==> src/rtl/td4_sequencer.sv <==
// TD4 4-bit CPU sequencer: PC, fetch from combinational ROM, single-cycle decode/execute.
// Optional TD4_HALT_DETECT_EN adds a HALTED output that freezes the core on a self-jump.
module td4_sequencer (
    input  logic       CLK,
    input  logic       RESET,
    input  logic       STEP_EN,
    output logic [3:0] ROM_ADDR,
    input  logic [7:0] ROM_DATA,
    input  logic [3:0] IN_PORT,
    output logic [3:0] OUT_PORT,
    output logic       CARRY,
    output logic [3:0] REG_A,
    output logic [3:0] REG_B
`ifdef TD4_HALT_DETECT_EN
    ,
    output logic       HALTED
`endif
);

    typedef enum logic [1:0] {
        ST_RESET = 2'd0,
        ST_RUN   = 2'd1,
        ST_HALT  = 2'd2
    } state_t;

    state_t     state_q, state_d;
    logic [3:0] pc_q, pc_d;
    logic [3:0] a_q, a_d;
    logic [3:0] b_q, b_d;
    logic [3:0] out_q, out_d;
    logic       c_q, c_d;

    logic [3:0] opcode, im;
    logic [4:0] sum_a, sum_b;
    logic       step;

    assign opcode = ROM_DATA[7:4];
    assign im     = ROM_DATA[3:0];
    assign sum_a  = {1'b0, a_q} + {1'b0, im};
    assign sum_b  = {1'b0, b_q} + {1'b0, im};
    assign step   = STEP_EN && (state_q != ST_HALT);

    always_comb begin
        state_d = (state_q == ST_HALT) ? ST_HALT : ST_RUN;
        pc_d    = pc_q;
        a_d     = a_q;
        b_d     = b_q;
        out_d   = out_q;
        c_d     = c_q;
        if (step) begin
            pc_d = pc_q + 4'd1;
            c_d  = 1'b0;
            case (opcode)
                4'b0000: begin a_d = sum_a[3:0]; c_d = sum_a[4]; end
                4'b0001: a_d = b_q;
                4'b0010: a_d = IN_PORT;
                4'b0011: a_d = im;
                4'b0100: b_d = a_q;
                4'b0101: begin b_d = sum_b[3:0]; c_d = sum_b[4]; end
                4'b0110: b_d = IN_PORT;
                4'b0111: b_d = im;
                4'b1001: out_d = b_q;
                4'b1011: out_d = im;
                4'b1110: if (!c_q) pc_d = im;
                4'b1111: pc_d = im;
                default: ;
            endcase
`ifdef TD4_HALT_DETECT_EN
            // A taken jump onto itself can never make progress, so park the core.
            if ((opcode == 4'b1111 || (opcode == 4'b1110 && !c_q)) && im == pc_q)
                state_d = ST_HALT;
`endif
        end
    end

    always_ff @(posedge CLK) begin
        if (RESET) begin
            state_q <= ST_RESET;
            pc_q    <= 4'd0;
            a_q     <= 4'd0;
            b_q     <= 4'd0;
            out_q   <= 4'd0;
            c_q     <= 1'b0;
        end else begin
            state_q <= state_d;
            pc_q    <= pc_d;
            a_q     <= a_d;
            b_q     <= b_d;
            out_q   <= out_d;
            c_q     <= c_d;
        end
    end

    assign ROM_ADDR = pc_q;
    assign OUT_PORT = out_q;
    assign CARRY    = c_q;
    assign REG_A    = a_q;
    assign REG_B    = b_q;
`ifdef TD4_HALT_DETECT_EN
    assign HALTED   = (state_q == ST_HALT);
`endif

endmodule
==> config.mk <==
export PLATFORM = sky130hd
export DESIGN_NAME = td4_sequencer
export DESIGN_NICKNAME = d
export VERILOG_FILES = /design/src/rtl/td4_sequencer.sv
export SDC_FILE = /design/constraint.sdc
export NUM_CORES = 1
export LEC_CHECK = 0
export ABC_AREA = 1
export CAP_MARGIN = 20
export CELL_PAD_IN_SITES_DETAIL_PLACEMENT = 0
export CELL_PAD_IN_SITES_GLOBAL_PLACEMENT = 1
export CORE_ASPECT_RATIO = 0.5
export CORE_MARGIN = 1.5
export CORE_UTILIZATION = 31
export CTS_BUF_LIST = sky130_fd_sc_hd__clkbuf_16
export CTS_CLUSTER_DIAMETER = 50
export CTS_CLUSTER_SIZE = 10
export DETAILED_ROUTE_END_ITERATION = 6
export PLACE_DENSITY = 0.8
export SYNTH_ARGS = -nofsm -noshare
export SYNTH_HDL_FRONTEND = slang
export SYNTH_SLANG_ARGS = --single-unit
==> constraint.sdc <==
create_clock -name CLK -period 1.55 [get_ports CLK]
set_input_delay 0.31 -clock CLK [delete_from_list [all_inputs] [get_ports CLK]]
set_output_delay 0.31 -clock CLK [all_outputs]
set_load 0.05 [all_outputs]
Word-level counts from Yosys, hierarchy flattened

Index checks and enable logic that the tools add are counted.

Add/subtract/negate cells: 3
Multiply operators: 0
Div/mod/pow operators: 0
Magnitude comparators: 0
Eq/ne operators: 13
Shift-type cells: 0
Mux-type cells: 7
Bitwise gates (word level): 0
Reductions and logical operators: 8

Operator list:

| operator                                                              | count |
|---|---|
| 4-bit one-hot mux with 4 select lines                                 | 2 |
| 4-bit by 3-bit equality test with 1-bit output, second input constant | 4 |
| 4-bit equality test, second input constant                            | 4 |
| 4-bit one-hot mux with 2 select lines                                 | 2 |
| 4-bit by 4-bit adder with 5-bit output                                | 2 |
| 4-bit by 2-bit equality test with 1-bit output, second input constant | 2 |
| 4-bit nonzero test                                                    | 2 |
| 2-bit AND reduction                                                   | 3 |
| 4-bit by 1-bit adder with 4-bit output, second input constant         | 1 |
| 4-bit by 1-bit equality test with 1-bit output, second input constant | 1 |
| 4-bit logical NOT                                                     | 1 |
| 4-bit 2-to-1 mux                                                      | 1 |
| 2-bit equality test, second input constant                            | 1 |
| 2-bit 2-to-1 mux                                                      | 1 |
| 2-bit != test, second input constant                                  | 1 |
| 1-bit one-hot mux with 2 select lines                                 | 1 |
| 2-bit nonzero test                                                    | 1 |
| 1-bit logical AND                                                     | 1 |

Register bits: 19
Latch bits: 0
Memory bits (writable): 0
ROM bits: 0
Input port bits: 15
Output and inout bits: 17
Word-level logic and storage cells: 37
Memories kept: 0

Longest topological paths before layout

Gate-level depths: netlist of run 1.

Depth in word-level cells: 3
Depth in mapped cells: 11
Depth with buffers taken out: 11

Least setup slack after synthesis of run 1

Ideal clock, no wire load.

Path kind: reg-to-reg
Start: register b_q[0] (netlist: REG_B[0])
End: register b_q[2] (netlist: REG_B[2])
Setup time: 0.132 ns
Data arrival time: 1.769 ns
Data required time: 1.418 ns
Setup slack: -0.351 ns
Stages on the path, launching flop included: 12
Path buffers: 0
Clock period less this slack: 1.901 ns
Cell sequence: dfxtp_1 ha_1 inv_1 fa_1 inv_1 nand2_1 nand2_1 nor2_1 nor2_1 nand2_1 nand2_1 a21oi_1

Cells in the longest elaborated chain, start to end: 2

RTL lines:

| what                                   | line | text |
|---|---|---|
| start: declaration                     | 29   | `logic [3:0] b_q, b_d;` |
| start signal: assignment               | 81   | `b_q <= 4'd0;` |
| start signal: assignment               | 88   | `b_q <= b_d;` |
| 4-bit by 4-bit adder with 5-bit output | 40   | `assign sum_b = {1'b0, b_q} + {1'b0, im};` |
| 4-bit one-hot mux with 4 select lines  | 53   | `case (opcode)` |

No other way between the ends.
A chain may end at the register's enable or synchronous reset.

Worst setup path after layout of run 1

Start: register a_q[0] (netlist: REG_A[0])
End: register c_q (netlist: CARRY)

Cells in the longest elaborated chain, start to end: 2

RTL lines:

| what                                   | line | text |
|---|---|---|
| start: declaration                     | 28   | `logic [3:0] a_q, a_d;` |
| start signal: assignment               | 80   | `a_q <= 4'd0;` |
| start signal: assignment               | 87   | `a_q <= a_d;` |
| 4-bit by 4-bit adder with 5-bit output | 39   | `assign sum_a = {1'b0, a_q} + {1'b0, im};` |
| 1-bit one-hot mux with 2 select lines  | 53   |  |
| end signal: assignment                 | 83   | `c_q <= 1'b0;` |
| end signal: assignment                 | 90   | `c_q <= c_d;` |
| end: declaration                       | 31   | `logic c_q, c_d;` |

No other way between the ends.

==> impl_metrics.tcl, run 1 <==
set metrics [dict create \
    swShare_pct 31.15 \
    cts_made_buffers 3 \
    worst_slew_pin_slew_ns 0.3297 \
    synth_seq_cells 19 \
    maxSlewHeadroom_pct 78.02 \
    synth_seq_area_share_pct 27.05 \
    root_buffer "clkbuf_16" \
    p_sw_uw 492.8 \
    worst_ep_required_time_ns 1.71 \
    ys_warn_count 0 \
    dieArea_mm2 0.004974 \
    ir_drop_mv 0.3426 \
    async_flop_share_pct 0 \
    placedCellCount 339 \
    grt_usage_pct 19.62 \
    synthCells 221 \
    clock_path_buffers 2 \
    period_share_pct 96.37 \
    crit_path_end_kind "register" \
    setup_viol_count_final 0 \
    place.port_buffers 31 \
    fill_cells 432 \
    cts.clk_slew.worst_paths_ns 0.06 \
    combPwrFrac_pct 31.9 \
    fmax_mhz 669.5 \
    grt_overflow 0 \
    synth_top_cells_by_area "dfxtp_1 27%, nand2_1 17%, nor2_1 8.8%, ha_1 8.0%, nand3_1 6.4%" \
    antenna_found_initial 0 \
    clock_skew_ns 0.004511 \
    initial_utilization_pct 32.10 \
    vias 1631 \
    maxCapViolCount 0 \
    netlist_top_cells_count "62 x nand2_1, 33 x nor2_1, 24 x inv_1" \
    n_antenna_cell 0 \
    die_h_um 50.63 \
    fp-row-count 17 \
    finalInstanceArea_mm2 0.002379 \
    path_class "register to register" \
    avgSynthCellArea_um2 6.364 \
    power_leakage_nw 1.081 \
    via_per_inst 4.714 \
    hp-class "register to register" \
    min_period_ns 1.494 \
    outcome "finished clean" \
    cp.arrival_ns 1.65 \
    drt-total-wl_um 4609 \
    gp_congestion 0.9223 \
    synth_ff_type "dfxtp_1" \
    grt_pass1_wl_um 7486 \
    htreeDepth 1 \
    path_max_fanout 2 \
    powerDensity_mw_per_mm2 665.1 \
    grt_max_degree 12 \
    final_cells 346 \
    synth.most_common_cell "nand2_1" \
    synth.top_cell.area_share_pct 27.05 \
    post-dp-hpwl_um 3763 \
    pwr-share-clk_pct 34.2 \
    dpl_cell_area_mm2 0.002212 \
    syn_area_mm2 0.001406 \
    cts_tree "built" \
    hold_violations 0 \
    num-nets-final 316 \
    pwr-share-seq_pct 33.9 \
    intPower_mw 1.089 \
    die_w_um 98.26 \
    rsz0062_at_grt "no" \
    routedWlPerCell_um 13.32 \
    area_delta_synth_final_pct 69.13 \
    drc 0 \
    fin_ws_ns 0.05631 \
    synth_edf_count 0 \
    worst_skew_pair.late_latency_ns 0.26 \
    ys_types 25 \
    yosys.area.top_type "dfxtp_1" \
    pre_cts_ws_ns -0.5697 \
    firstDrtPassIters 4 \
    grt_pass1_vias 1553 \
    core_area_mm2 0.004382 \
    layout-drive-gt1-share_pct 31.14 \
    syn_nets 247 \
    drv_slew 0 \
    drtIter0Drc 124 \
    antenna_left 0 \
    ios 32 \
    critPathLaunchType "register" \
    clock_sinks 19 \
]
-- logic make-up after synthesis --
| kind of cell | count (synthesis) | share of synthesized area (%) |
|---|---|---|
| flip-flops | 19 | 27.05 |
| adder cells (fa/ha/maj) | 11 | 10.85 |
| AO/OA/AOI/OAI | 36 | 14.77 |
| AND/OR/NAND/NOR | 124 | 37.99 |
| buffers and inverters | 28 | 7.473 |
| XOR/XNOR | 3 | 1.869 |
-- cell usage in the layout, fill, tap and decap left out, types with 7 or more instances in the layout --
| cell type | Yosys | final |
|---|---|---|
| a21oi_1 | 17 | 15 |
| buf_12 | 0 | 17 |
| buf_4 | 0 | 34 |
| clkdlybuf4s50_1 | 0 | 7 |
| dfxtp_1 | 19 | 15 |
| inv_1 | 24 | 22 |
| nand2_1 | 62 | 60 |
| nand3_1 | 18 | 17 |
| nor2_1 | 33 | 28 |
| o21ai_0 | 10 | 8 |
-- path summary, 6_finish.rpt --
kind	from	end	slack, ns	depth (start not counted)
max	REG_A[0]	CARRY	0.06	8
min	state_q[1]	state_q[0]	0.43	1
min reg2reg	state_q[1]	state_q[0]	0.43	1
max reg2reg	REG_A[0]	CARRY	0.06	8
-- layer usage --
layer | GRT usage (%) | vias up | routed length, um
li1 | - | 856 | -
met1 | 27.52 | 732 | 2201
met2 | 32.18 | 43 | 2092
met3 | 3.760 | 0 | 315
met4 | 2.817 | 0 | 0
met5 | 0 | - | 0
-- timing repair --
item,4_1_cts,5_1_grt
endpoints found under the setup margin,7,10
gates resized for setup,15,13
hold buffers,0,0
buffers inserted,1,2
pin swaps,4,4
-- cell type report --
type                            instances  area (um2)  share of cell area [%]
Clock buffer                            3       75.07                   3.156
Clock inverter                          1       3.754                  0.1578
Inverter                               27       101.3                   4.261
Multi-Input combinational cell        174       996.0                   41.87
Sequential cell                        19       390.4                   16.41
Tap cell                               57       71.32                   2.998
Timing Repair Buffer                   65       740.7                   31.14
-- registers in the layout, indices dropped and copies added, names as in the netlist --
| signal | count |
|---|---|
| REG_A | 4 |
| OUT_PORT | 4 |
| ROM_ADDR | 4 |
| CARRY | 1 |
| REG_B | 4 |
| state_q | 2 |
-- per-stage QoR --
stage	utilization (%)	TNS [ns]	hold WS, ns	power, mW
after floorplan	-	-0.003818	0.3694	0.7704
after global placement	50.49	-4.242	0.4148	1.024
after detailed placement	50.49	-4.603	0.4202	1.028
after CTS	53.37	0	0.4309	1.582
after global routing	54.28	0	0.4384	1.662
final	54.28	0	0.4318	1.582
-- critical path, cell delays in order, from the launching register on --
cell     delay, ns
dfxtp_4       0.34
ha_2          0.19
fa_2          0.36
a21oi_2       0.13
nor2_1        0.05
o21ai_1       0.13
nand3_1       0.09
nand2_1       0.07
inv_1         0.03
-- power by group through the flow --
stage / registers (mW) / logic (mW) / clock network (mW)
after floorplan: 0.612 / 0.159 / 0
after global placement: 0.545 / 0.479 / 0
after detailed placement: 0.547 / 0.481 / 0
after CTS: 0.537 / 0.494 / 0.551
after global routing: 0.540 / 0.545 / 0.577
final: 0.537 / 0.504 / 0.541
(Power assumes the default switching activity.)
==> run 2, diff against run 1 <==
--- a/config.mk
+++ b/config.mk
@@ -11,12 +11,12 @@
 export CELL_PAD_IN_SITES_GLOBAL_PLACEMENT = 1
 export CORE_ASPECT_RATIO = 0.5
 export CORE_MARGIN = 1.5
-export CORE_UTILIZATION = 31
+export CORE_UTILIZATION = 34
 export CTS_BUF_LIST = sky130_fd_sc_hd__clkbuf_16
 export CTS_CLUSTER_DIAMETER = 50
 export CTS_CLUSTER_SIZE = 10
 export DETAILED_ROUTE_END_ITERATION = 6
-export PLACE_DENSITY = 0.8
+export PLACE_DENSITY = 0.83
 export SYNTH_ARGS = -nofsm -noshare
 export SYNTH_HDL_FRONTEND = slang
 export SYNTH_SLANG_ARGS = --single-unit
==> constraint.sdc (replaced) <==
create_clock -name CLK -period 1.44 [get_ports CLK]
set_input_delay 0.288 -clock CLK [delete_from_list [all_inputs] [get_ports CLK]]
set_output_delay 0.288 -clock CLK [all_outputs]
set_load 0.05 [all_outputs]
==> run 2 against run 1 <==
Net effect:
- the run now ends with negative setup slack left
- maximum frequency up 3.1%
- clock skew down 0.0034 ns
- worst setup slack worse by 0.065 ns
- register-to-register slack worse by 0.06 ns
- highest routed layer is now met4
==> impl_metrics.tcl, run 2 (synthesis results as in run 1) <==
set metrics [dict create \
    outcome "complete, but fails checks" \
    failed_checks "negative setup slack" \
    grt_pass1_vias 1483 \
    grt_usage_pct 20.66 \
    critPathMaxStageDelay_ns 0.37 \
    pwr-share-seq_pct 34.1 \
    rr_endpoint "CARRY" \
    gp_congestion 0.9695 \
    min_period_ns 1.448 \
    clock_sinks 19 \
    layout_commonest_cell "nand2_1" \
    crit_path_end_kind "register" \
    r2r_slack_ns -0.008 \
    layout-drive-gt1-share_pct 31.60 \
    antenna_found_initial 0 \
    critical-path-top-delay-family "adder cells" \
    grt_overflow 0 \
    pwr-share-clk_pct 34.4 \
    clock_skew_ns 0.001085 \
    r2r_start "REG_A[0]" \
    ir_drop_mv 0.3716 \
    path_max_fanout 2 \
    fmax_mhz 690.5 \
    cp_slowest_cell "fa_2" \
    routedWlPerCell_um 12.97 \
    power_mw 1.706 \
    critPathLaunchType "register" \
    power_leakage_nw 1.078 \
    antenna_left 0 \
    die_h_um 48.48 \
    initial_utilization_pct 35.84 \
    maxSlewHeadroom_pct 79.22 \
    vias 1641 \
    fp-row-count 16 \
    via_per_inst 4.798 \
    period_share_pct 100.6 \
    cts_tree "built" \
    maxCapViolCount 0 \
    fin_ws_ns -0.008330 \
    combPwrFrac_pct 31.5 \
    cp.arrival_ns 1.61 \
    n_antenna_cell 0 \
    swShare_pct 31.13 \
    clock_path_buffers 2 \
    area_delta_synth_final_pct 70.20 \
    drt-total-wl_um 4437 \
    utilization_pct 61.00 \
    firstDrtPassIters 4 \
    worst-path-stages 8 \
    post-dp-hpwl_um 3660 \
    dpl_cell_area_mm2 0.002252 \
    path_cells "ha_4 -> fa_2 -> a21oi_2 -> nor2_1 -> o21ai_1 -> nand3_1 -> nand2_1 -> inv_1" \
    cts_made_buffers 3 \
    intPower_mw 1.175 \
    powerDensity_mw_per_mm2 712.7 \
    rsz0062_at_grt "yes" \
    drtIter0Drc 112 \
    htreeDepth 1 \
    core_area_mm2 0.003924 \
    final_cell_mix "59 x nand2_1, 31 x buf_4, 29 x nor2_1" \
    crit_start "REG_A[0]" \
    hp-class "register to register" \
    setup_viol_count_final 1 \
    grt_pass1_wl_um 7265 \
    path_class "register to register" \
    worst_skew_pair.late_latency_ns 0.26 \
    num-nets-final 315 \
    finalInstanceArea_mm2 0.002394 \
    cts.clk_slew.worst_paths_ns 0.06 \
    worst_slew_pin_slew_ns 0.3113 \
    hold_violations 0 \
    p_sw_uw 531.1 \
    place.port_buffers 31 \
    dieArea_mm2 0.004554 \
    drv_slew 0 \
    root_buffer "clkbuf_16" \
    ios 32 \
    setup-tns-final_ns -0.008330 \
    drc 0 \
    path_buf_inv 1 \
    critPathCapture "CARRY" \
    rr_worst_depth 8 \
    grt_max_degree 12 \
    worst_ep_required_time_ns 1.60 \
    die_w_um 93.96 \
]
## run 2: changes by cell type in the layout (fill, tap and decap cells not counted), moves of 3 or more
| cell | delta |
|---|---|
| buf_4 | -3 |
| dfxtp_1 | -4 |
| dfxtp_2 | +3 |
| dlygate4sd2_1 | +3 |
## run 2: layout make-up
cell class,instances,area (um2)
tap,54,67.56
multi-input combinational,174,997.2
inverter,27,101.3
sequential,19,397.9
clock inverter,1,5.005
clock buffer,3,75.07
fill,361,1530
timing repair buffer,64,749.5
## run 2: per-stage QoR
stage,worst slack [ns],instances,hold WS [ns]
floorplan,-0.06891,221,0.3474
global placement,-0.5864,335,0.4145
detailed placement,-0.6078,335,0.4436
CTS,0.01166,341,0.4517
global route,-0.08998,342,0.4811
finish,-0.008330,342,0.4553
## run 2: worst min path at each step
stage | start | cells after the start | endpoint | slack, ns
final | state_q[1] | 1 | state_q[0] | 0.46
after global routing | state_q[1] | 1 | state_q[0] | 0.48
after CTS | state_q[1] | 1 | state_q[0] | 0.45
after detailed placement | state_q[1] | 1 | state_q[0] | 0.44
after global placement | state_q[1] | 1 | state_q[0] | 0.41
after floorplan | RESET | 1 | REG_A[0] | 0.35
## run 2: metal layers
metal  global-route usage [%]  wire length (um)  vias up
met5                        0                 0        -
met4                    2.985                22        0
met3                    3.774               325        2
met2                    31.76              1879       47
met1                    30.67              2210      739
li1                         -                 -      853
## run 2: power by group through the flow
stage                     Sequential [mW]  Clock [mW]  Combinational (mW)
final                               0.582       0.586               0.538
after global routing                0.586       0.622               0.580
after CTS                           0.582       0.588               0.527
after detailed placement            0.593           0               0.522
after global placement              0.591           0               0.518
after floorplan                     0.659           0               0.175
## run 2: repair_timing
item | 4_1_cts | 5_1_grt
setup buffers | 2 | 1
gates resized for setup | 12 | 11
hold buffers | 0 | 0
pin swaps | 2 | 9
endpoints found under the setup margin | 8 | 13
==> run 3, diff against run 2 <==
--- a/config.mk
+++ b/config.mk
@@ -17,6 +17,7 @@
 export CTS_CLUSTER_SIZE = 10
 export DETAILED_ROUTE_END_ITERATION = 6
 export PLACE_DENSITY = 0.83
+export SETUP_SLACK_MARGIN = 0.4
 export SYNTH_ARGS = -nofsm -noshare
 export SYNTH_HDL_FRONTEND = slang
 export SYNTH_SLANG_ARGS = --single-unit
==> run 3 against run 2 <==
Net effect:
- the run still ends with negative setup slack left
- worst hold slack better by 0.0031 ns
- largest cell class unchanged
- clock skew up 0.0024 ns
- total power up 5.8%
- cell count up 3.8%
- sequential share of layout area down 0.78 points
- non-clock buffer count up 13
- count of clock-buffer cells in the layout unchanged
- highest routed layer unchanged
- core utilization up 9.2 points
==> impl_metrics.tcl, run 3 (synthesis results as in run 1) <==
set metrics [dict create \
    hp-class "register to register" \
    hold_depth 1 \
    place.port_buffers 31 \
    cp.arrival_ns 1.69 \
    path_max_fanout 2 \
    fmax_mhz 665.0 \
    failed_checks "negative setup slack" \
    critPathLaunchType "register" \
    grt_pass1_vias 1709 \
    fp-row-count 16 \
    num-nets-final 328 \
    clock_sinks 19 \
    final_cell_mix "52 x nand2_1, 36 x buf_4, 22 x nor2_1" \
    outcome "complete, but fails checks" \
    rsz0062_at_grt "yes" \
    worst_slew_pin_slew_ns 0.2561 \
    cts_tree "built" \
    power_mw 1.805 \
    setup_viol_count_final 1 \
    drt-total-wl_um 5316 \
    pre_cts_ws_ns -0.6684 \
    cts_hold_buf 0 \
    fin_ws_ns -0.06380 \
    dieArea_mm2 0.004554 \
    root_buffer "clkbuf_16" \
    routedWlPerCell_um 14.97 \
    via_per_inst 4.963 \
    antenna_left 0 \
    powerDensity_mw_per_mm2 655.0 \
    multi_input_area_mm2 0.001199 \
    grt_pass1_wl_um 8369 \
    grt_usage_pct 24.39 \
    clock_skew_ns 0.003455 \
    cts.clk_slew.worst_paths_ns 0.06 \
    period_share_pct 104.4 \
    vias 1762 \
    layout-drive-gt1-share_pct 52.82 \
    r2r_slack_ns -0.06 \
    die_w_um 93.96 \
    clock_path_buffers 2 \
    maxSlewHeadroom_pct 82.89 \
    drc 0 \
    rr_endpoint "REG_A[2]" \
    ios 32 \
    grt_overflow 0 \
    r2r_start "REG_A[0]" \
    gp_congestion 1.007 \
    hold_start "state_q[1]" \
    min_to "state_q[0]" \
    firstDrtPassIters 4 \
    antenna_found_initial 0 \
    pwr-share-clk_pct 32.5 \
    utilization_pct 70.25 \
    post-dp-hpwl_um 4113 \
    path_class "register to register" \
    pwr-share-seq_pct 32.1 \
    drv_slew 0 \
    drtIter0Drc 132 \
    maxCapViolCount 0 \
    fill_cells 315 \
    rr_worst_depth 7 \
    combPwrFrac_pct 35.4 \
    die_h_um 48.48 \
    hold_violations 0 \
    placedCellCount 338 \
    area_delta_synth_final_pct 96.00 \
    swShare_pct 32.66 \
    n_antenna_cell 0 \
    initial_utilization_pct 35.84 \
    htreeDepth 1 \
    layout_commonest_cell "nand2_1" \
    min_period_ns 1.504 \
    power_leakage_nw 1.163 \
    ir_drop_mv 0.5389 \
    worst_ep_required_time_ns 1.63 \
    crit_path_end_kind "register" \
    intPower_mw 1.216 \
    worst_skew_pair.late_latency_ns 0.25 \
    seqCellArea_um2 436.7 \
    p_sw_uw 589.6 \
    grt_max_degree 12 \
    core_area_mm2 0.003924 \
    final_cells 355 \
    cts_made_buffers 3 \
]
-- run 3: changes by cell type in the layout (fill, tap and decap cells not counted), sizes merged --
cell           before  now
clkdlybuf4s15       1    3
dlygate4sd2         6    1
clkdlybuf4s50       6    5
buf                50   68
clkinv              1    2
dlymetal6s2s        1    0
inv                27   26
-- run 3: worst max path at each step --
stage / startpoint / slack, ns / to / cells past startpoint
final: REG_A[0] / -0.06 / REG_A[2] / 7
after global routing: REG_B[0] / -0.12 / REG_B[2] / 11
after CTS: REG_A[0] / -0.08 / CARRY / 8
after detailed placement: ROM_DATA[0] / -0.67 / CARRY / 9
after global placement: ROM_DATA[0] / -0.62 / REG_B[2] / 12
after floorplan: REG_B[0] / -0.07 / REG_B[1] / 6
-- run 3: layout make-up --
cell class / count / area share, %
tap: 54 / 2.451
clock inverter: 1 / 0.1816
sequential: 19 / 15.84
timing repair buffer: 77 / 31.00
multi-input combinational: 174 / 43.49
clock buffer: 3 / 2.724
inverter: 27 / 4.312
-- run 3: per-stage QoR --
step,cell area (um2),TNS [ns],hold WS [ns]
floorplan,1544,-0.1576,0.3474
global placement,2349,-5.658,0.4210
detailed placement,2349,-6.050,0.4321
CTS,2584,-0.08759,0.4526
global route,2756,-0.3448,0.4832
finish,2756,-0.06380,0.4584
-- run 3: worst max-delay path, stage by stage (launching register included) --
cell and delay, ns:
dfxtp_4 0.35, ha_4 0.16, fa_2 0.35, buf_4 0.14, xnor2_1 0.13, a21oi_2 0.12
nand2_1 0.07, a21oi_2 0.12
-- run 3: metal layers --
| metal | up-vias | global-route usage [%] | routed length (um) |
|---|---|---|---|
| met5 | - | 0 | 0 |
| met4 | 0 | 5.224 | 45 |
| met3 | 9 | 5.503 | 348 |
| met2 | 63 | 38.77 | 2398 |
| met1 | 805 | 33.91 | 2523 |
| li1 | 885 | - | - |
-- run 3: power groups by stage --
| stage | Combinational, mW | Clock (mW) | Sequential [mW] |
|---|---|---|---|
| CTS | 0.584 | 0.595 | 0.581 |
| global route | 0.685 | 0.618 | 0.584 |
| floorplan | 0.186 | 0 | 0.658 |
| finish | 0.638 | 0.587 | 0.580 |
| detailed placement | 0.545 | 0 | 0.595 |
| global placement | 0.539 | 0 | 0.594 |
-- run 3: timing repair --
item | 4_1_cts | 5_1_grt
gates resized for setup | 76 | 32
endpoints found under the hold margin | 0 | 0
setup buffers | 5 | 8
gates cloned | 0 | 0
pin swaps | 17 | 17
setup endpoints to repair | 34 | 32
==> patch 1 (flow settings as in run 1) <==
`pc_q`, `a_q` and `b_q` no longer have a reset.
--- a/src/rtl/td4_sequencer.sv
+++ b/src/rtl/td4_sequencer.sv
@@ -76,19 +76,19 @@
     always_ff @(posedge CLK) begin
         if (RESET) begin
             state_q <= ST_RESET;
-            pc_q    <= 4'd0;
-            a_q     <= 4'd0;
-            b_q     <= 4'd0;
             out_q   <= 4'd0;
             c_q     <= 1'b0;
         end else begin
             state_q <= state_d;
-            pc_q    <= pc_d;
-            a_q     <= a_d;
-            b_q     <= b_d;
             out_q   <= out_d;
             c_q     <= c_d;
         end
+    end
+
+    always_ff @(posedge CLK) begin
+        pc_q <= pc_d;
+        a_q  <= a_d;
+        b_q  <= b_d;
     end
 
     assign ROM_ADDR = pc_q;
Check against the original RTL: not equivalent (a bounded check fails within 4 cycles, from zero or initial values and one cycle with RESET high).
==> patch 1 against run 1 <==
- the flow now finishes with violations (setup timing)
- clock skew up 0.0048 ns
- setup slack worse by 0.093 ns
- area after synthesis decreased by 7.7%
- die area decreased by 7.4%
- power is 5.6% higher
- via count decreased by 14%
- worst hold slack improved by 0.0019 ns
- sequential cell count unchanged
- cell area decreased by 4.8%
- routed wire length is 11% lower
- critical endpoint is now REG_A[2]
- largest cell class unchanged
- highest routed layer unchanged
==> patch 1: results (changes against run 1) <==
- result of the run: complete, but fails checks
- violated checks: setup timing
- DRC marker count from the first detailed-route iteration: 83, -33%
- global-route wire length before repair: 6700 µm, -11%
- P_leak: 1.04 nW, -3.3%
- critical-path cell with the highest stage delay: sky130_fd_sc_hd__edfxtp_1
- detailed-placement wirelength estimate: 3230 µm, -14%
- largest cells by area after synthesis: sky130_fd_sc_hd__edfxtp_1 (28%), sky130_fd_sc_hd__nand2_1 (18%), sky130_fd_sc_hd__dfxtp_1 (11%)
- final setup vio count: 1, +1
- launching element of the worst setup path: REG_A[0]
- share of the yosys chip area belonging to registers: 38.6%, +12 points
- routed length on met2: 1930 µm, -7.9%
- Final Wtd Congestion: 0.879, -4.7%
- largest net degree at the start of global routing: 12, unchanged
- final setup margin: -0.0365 ns, -0.0928 ns
- Slew @ Worst Pin: 0.318 ns, -0.0121 ns
- sequential cell area: 500 µm², +28%
- via count of the first global-routing pass: 1,386, -11%
- count of cell types in the netlist: 16, -36%
- post-DR vias/cell: 4.61, -2.3%
- layout cells sized above 1: 29.6%, -1.5 points
- routed metal-1 wirelength: 1920 µm, -13%
- depth of the most critical reg-to-reg path: 5, -3
- global-route total usage across every layer: 19.2%, -0.38 points
- non-clock inverter instance count of the final layout: 18, -33%
- setup slack at placement: -0.481 ns, +0.0884 ns
- multi-input combinational cell count: 141, -19%
- peak supply drop: 0.385 mV, +12%
- met3 WL: 266 µm, -16%
- GRT met3 Usage: 3.30%, -0.46 points
- Post-Synthesis Net Count: 204, -17%
- uppermost layer routed: met3
- cell area power density: 738 nW/µm², +11%
- largest stage delay on the critical path: 0.43 ns, +0.07 ns
- met1 routing resource usage after global routing: 28.8%, +1.3 points
- arrival time reported for the critical path endpoint: 1.59 ns, -0.06 ns
- number of enable flip-flop cells after synthesis: 12, +12
- Fin Clk Skew: 0.00936 ns, +0.00485 ns
- critical register-to-register path endpoint: REG_A[2]
- Routed Wire Length: 4110 µm, -11%
- fraction of area in multi-input gates: 35.1%, -6.8 points
- number of nets in the finished design: 277, -12%
- proportion of cell area spent on the clock network: 3.54%, +0.22 points
- non-clock buffer contribution to total cell area: 33.3%, +2.1 points
- switching power total: 0.498 mW, +1.1%
- count of sequential standard cells: 19, unchanged
- Clock group: 0.555 mW, +3%
- fill cell count: 358, -17%
- number of non-clock buffers in the layout: 68, +4.6%
-- patch 1: changes by cell type after synthesis, moves of 3 or more --
cell,run 1,this run
sky130_fd_sc_hd__a21oi_1,17,5
sky130_fd_sc_hd__a31oi_1,4,0
sky130_fd_sc_hd__inv_1,24,18
sky130_fd_sc_hd__nand4_1,3,7
sky130_fd_sc_hd__dfxtp_1,19,7
sky130_fd_sc_hd__inv_2,3,0
sky130_fd_sc_hd__nor2_1,33,23
sky130_fd_sc_hd__edfxtp_1,0,12
sky130_fd_sc_hd__nand3_1,18,12
-- patch 1: through the flow --
| step | hold slack, ns | instance area [µm²] | instances | TNS (ns) |
|---|---|---|---|---|
| after floorplan | 0.379 | 1320 | 178 | -1.40 |
| after global placement | 0.421 | 2120 | 297 | -4.40 |
| after detailed placement | 0.428 | 2120 | 297 | -4.66 |
| after CTS | 0.436 | 2210 | 301 | 0 |
| after global routing | 0.477 | 2260 | 304 | -0.194 |
| final | 0.434 | 2260 | 304 | -0.0365 |
-- patch 1: worst max-delay path, delay by kind of cell, from the launching register on --
| kind | cells | cell delay (ns) |
|---|---|---|
| xor+xnor | 1 | 0.16 |
| fa+ha+maj | 2 | 0.61 |
| flops | 1 | 0.43 |
| simple gates | 2 | 0.14 |
-- patch 1: cell families (layout without fill, tap and decap cells) --
group	after synthesis	in the layout	synth area share [%]
xor gates and xnor gates	4	4	2.70
adders and majority gates	11	11	11.8
AOI/OAI and AO/OA	15	15	5.79
DFF	19	19	38.6
and+or+nand+nor	111	111	36.0
buffers and inverters	18	90	5.21
-- patch 1: repair_timing --
| item | CTS | global route |
|---|---|---|
| hold buffers | 0 | 0 |
| gates resized for setup | 4 | 11 |
| setup endpoints to repair | 7 | 5 |
| setup buffers | 0 | 3 |
| pin swaps | 0 | 5 |
| cloned | 0 | 0 |
==> patch 2 (config.mk and constraints of run 1) <==
Without the edit above. The option `TD4_HALT_DETECT_EN` is turned on by a define.
--- a/src/rtl/td4_sequencer.sv
+++ b/src/rtl/td4_sequencer.sv
@@ -1,5 +1,7 @@
 // TD4 4-bit CPU sequencer: PC, fetch from combinational ROM, single-cycle decode/execute.
 // Optional TD4_HALT_DETECT_EN adds a HALTED output that freezes the core on a self-jump.
+`define TD4_HALT_DETECT_EN
+
 module td4_sequencer (
     input  logic       CLK,
     input  logic       RESET,
Behaviour (old outputs only; new: HALTED): not the same (Yosys sat finds a counterexample within 4 cycles, from zero or initial values and one cycle with RESET high).
==> patch 2 against run 1 <==
- sequential share of layout area shrank 0.41 points
- cell area grew 2.3%
- power grew 1.9%
- setup slack gained 0.0094 ns
- critical path depth is the same
- routed wire length shrank 1.1%
- area after synthesis rose by 6.7%
- sequential cell count stayed put
- highest routed layer is now met4
==> patch 2: results (changes against run 1) <==
- clk_lat worst skew: 0.25 ns
- number of setup buffers added after CTS: 0, -1
- largest net degree at the start of global routing: 12, unchanged
- routed metal-1 wirelength: 2230 µm, +1.2%
- peak supply drop: 0.385 mV, +12%
- number of instances in the synthesized netlist: 232, +5.0%
- fill cell count: 441, +2.1%
- overall via count from detail_route: 1,745, +7.0%
- largest stage delay on the critical path: 0.41 ns, +0.05 ns
- final routed wire length divided by cell count: 12.5 µm, -6.2%
- uppermost layer routed: met4
- count of cell types in the netlist: 29, +16%
- IO Port Bufs: 32, +3.2%
- P_leak: 1.12 nW, +3.9%
- Fin Clk Skew: 0.00254 ns, -0.00197 ns
- arrival time reported for the critical path endpoint: 1.67 ns, +0.02 ns
- met3 WL: 325 µm, +3.2%
- max-capacitance violation count: 0, unchanged
- setup slack, reg-to-reg: 0.08 ns, +0.02 ns
- total number of H-tree levels: 1, unchanged
- post-DR vias/cell: 4.78, +1.4%
- largest cells by area after synthesis: sky130_fd_sc_hd__dfxtp_1 (25%), sky130_fd_sc_hd__nand2_1 (12%), sky130_fd_sc_hd__nor2_1 (8.8%)
- GR peak layer: met2
- number of antenna violations at the first check in global routing: 0, unchanged
- ant diodes: 0, unchanged
- global-route wire length before repair: 7510 µm, +0.37%
- met2 usage: 29.0%, -3.2 points
- Slew Limit Headroom: 80.9%, +2.9 points
- number of buffers added by the clock tree synthesis step: 3, unchanged
- min Tclk post-route: 1.48 ns, -0.00938 ns
- fraction of registers with async set/reset: 0%, unchanged
- worst hold-check slack: 0.568 ns, +0.136 ns
- Final Wtd Congestion: 0.904, -2.0%
- DP Area: 2290 µm², +3.7%
- routed length on met2: 1980 µm, -5.4%
- buffers from clock root to sink, at most: 2, unchanged
- worst-path fanout max: 4, +2
- count of instances resized after the clock tree is built: 10, -5
- setup slack at placement: -0.579 ns, -0.00964 ns
- cell total after placement: 359, +5.9%
- crit-path leading delay family: adder cells
- clock-pin slew on the worst setup and hold paths: 0.06 ns, about the same
- GRT met3 Usage: 5.33%, +1.6 points
- Detailed Routing Iterations Pass 1: 4, unchanged
- met1 routing resource usage after global routing: 26.1%, -1.4 points
- cell chosen for the clock root: sky130_fd_sc_hd__clkbuf_16
- detailed-placement wirelength estimate: 3780 µm, +0.50%
- Switching Share: 31.6%, +0.46 points
- number of nets in the finished design: 326, +3.2%
- layout cells sized above 1: 29.1%, -2.0 points
- DRC marker count from the first detailed-route iteration: 80, -35%
- portion of synthesized cell area occupied by the leading cell type: 25.4%, -1.7 points
- result of the run: finished, final reports clean
- share of the yosys chip area belonging to registers: 25.4%, -1.7 points
- Post-Synthesis Net Count: 258, +4.5%
- type of the worst min-delay path: reg -> reg
- most used standard cells in the synthesized netlist: sky130_fd_sc_hd__nand2_1 (49), sky130_fd_sc_hd__nor2_1 (35), sky130_fd_sc_hd__inv_1 (29)
- via count of the first global-routing pass: 1,584, +2.0%
- global-route total usage across every layer: 18.7%, -0.93 points
## patch 2: power by group through the flow
stage | Clock (mW) | Sequential [mW] | Combinational (mW)
3_5_place_dp | 0 | 0.555 | 0.510
4_1_cts | 0.550 | 0.544 | 0.515
5_1_grt | 0.581 | 0.548 | 0.568
2_1_floorplan | 0 | 0.625 | 0.183
6_report | 0.546 | 0.545 | 0.521
3_3_place_gp | 0 | 0.554 | 0.508
## patch 2: cell families (layout without fill, tap and decap cells)
| logic type | Yosys count | count (layout) | synth area share (%) |
|---|---|---|---|
| XOR/XNOR | 4 | 4 | 2.34 |
| AND/OR/NAND/NOR | 121 | 121 | 36.9 |
| adder cells (fa/ha/maj) | 11 | 11 | 10.2 |
| buffers and inverters | 36 | 103 | 10.2 |
| flip-flops | 19 | 19 | 25.4 |
| AO/OA/AOI/OAI | 41 | 41 | 15.0 |
## patch 2: path summary, 6_finish.rpt
kind	end	start	depth (start not counted)
setup / recovery	REG_B[1]	ROM_DATA[0]	8
setup reg to reg	REG_B[1]	REG_B[0]	7
hold reg to reg	OUT_PORT[2]	OUT_PORT[2]	2
hold / removal	OUT_PORT[2]	OUT_PORT[2]	2
## patch 2: cell type report
| cell class | instances | area, µm² | share of cell area, % |
|---|---|---|---|
| clock inverters | 1 | 5.00 | 0.206 |
| clock buffers | 3 | 75.1 | 3.09 |
| multi-input cells | 177 | 1000 | 41.3 |
| repair buffers | 66 | 751 | 30.9 |
| flip-flops and latches | 19 | 389 | 16.0 |
| inverters | 33 | 126 | 5.20 |
| well taps | 66 | 82.6 | 3.40 |
## patch 2: worst min-delay path, cell delays in order (launching register included)
cell                      delay (ns)
sky130_fd_sc_hd__dfxtp_1        0.31
sky130_fd_sc_hd__o21ai_0        0.16
sky130_fd_sc_hd__a21oi_1        0.04
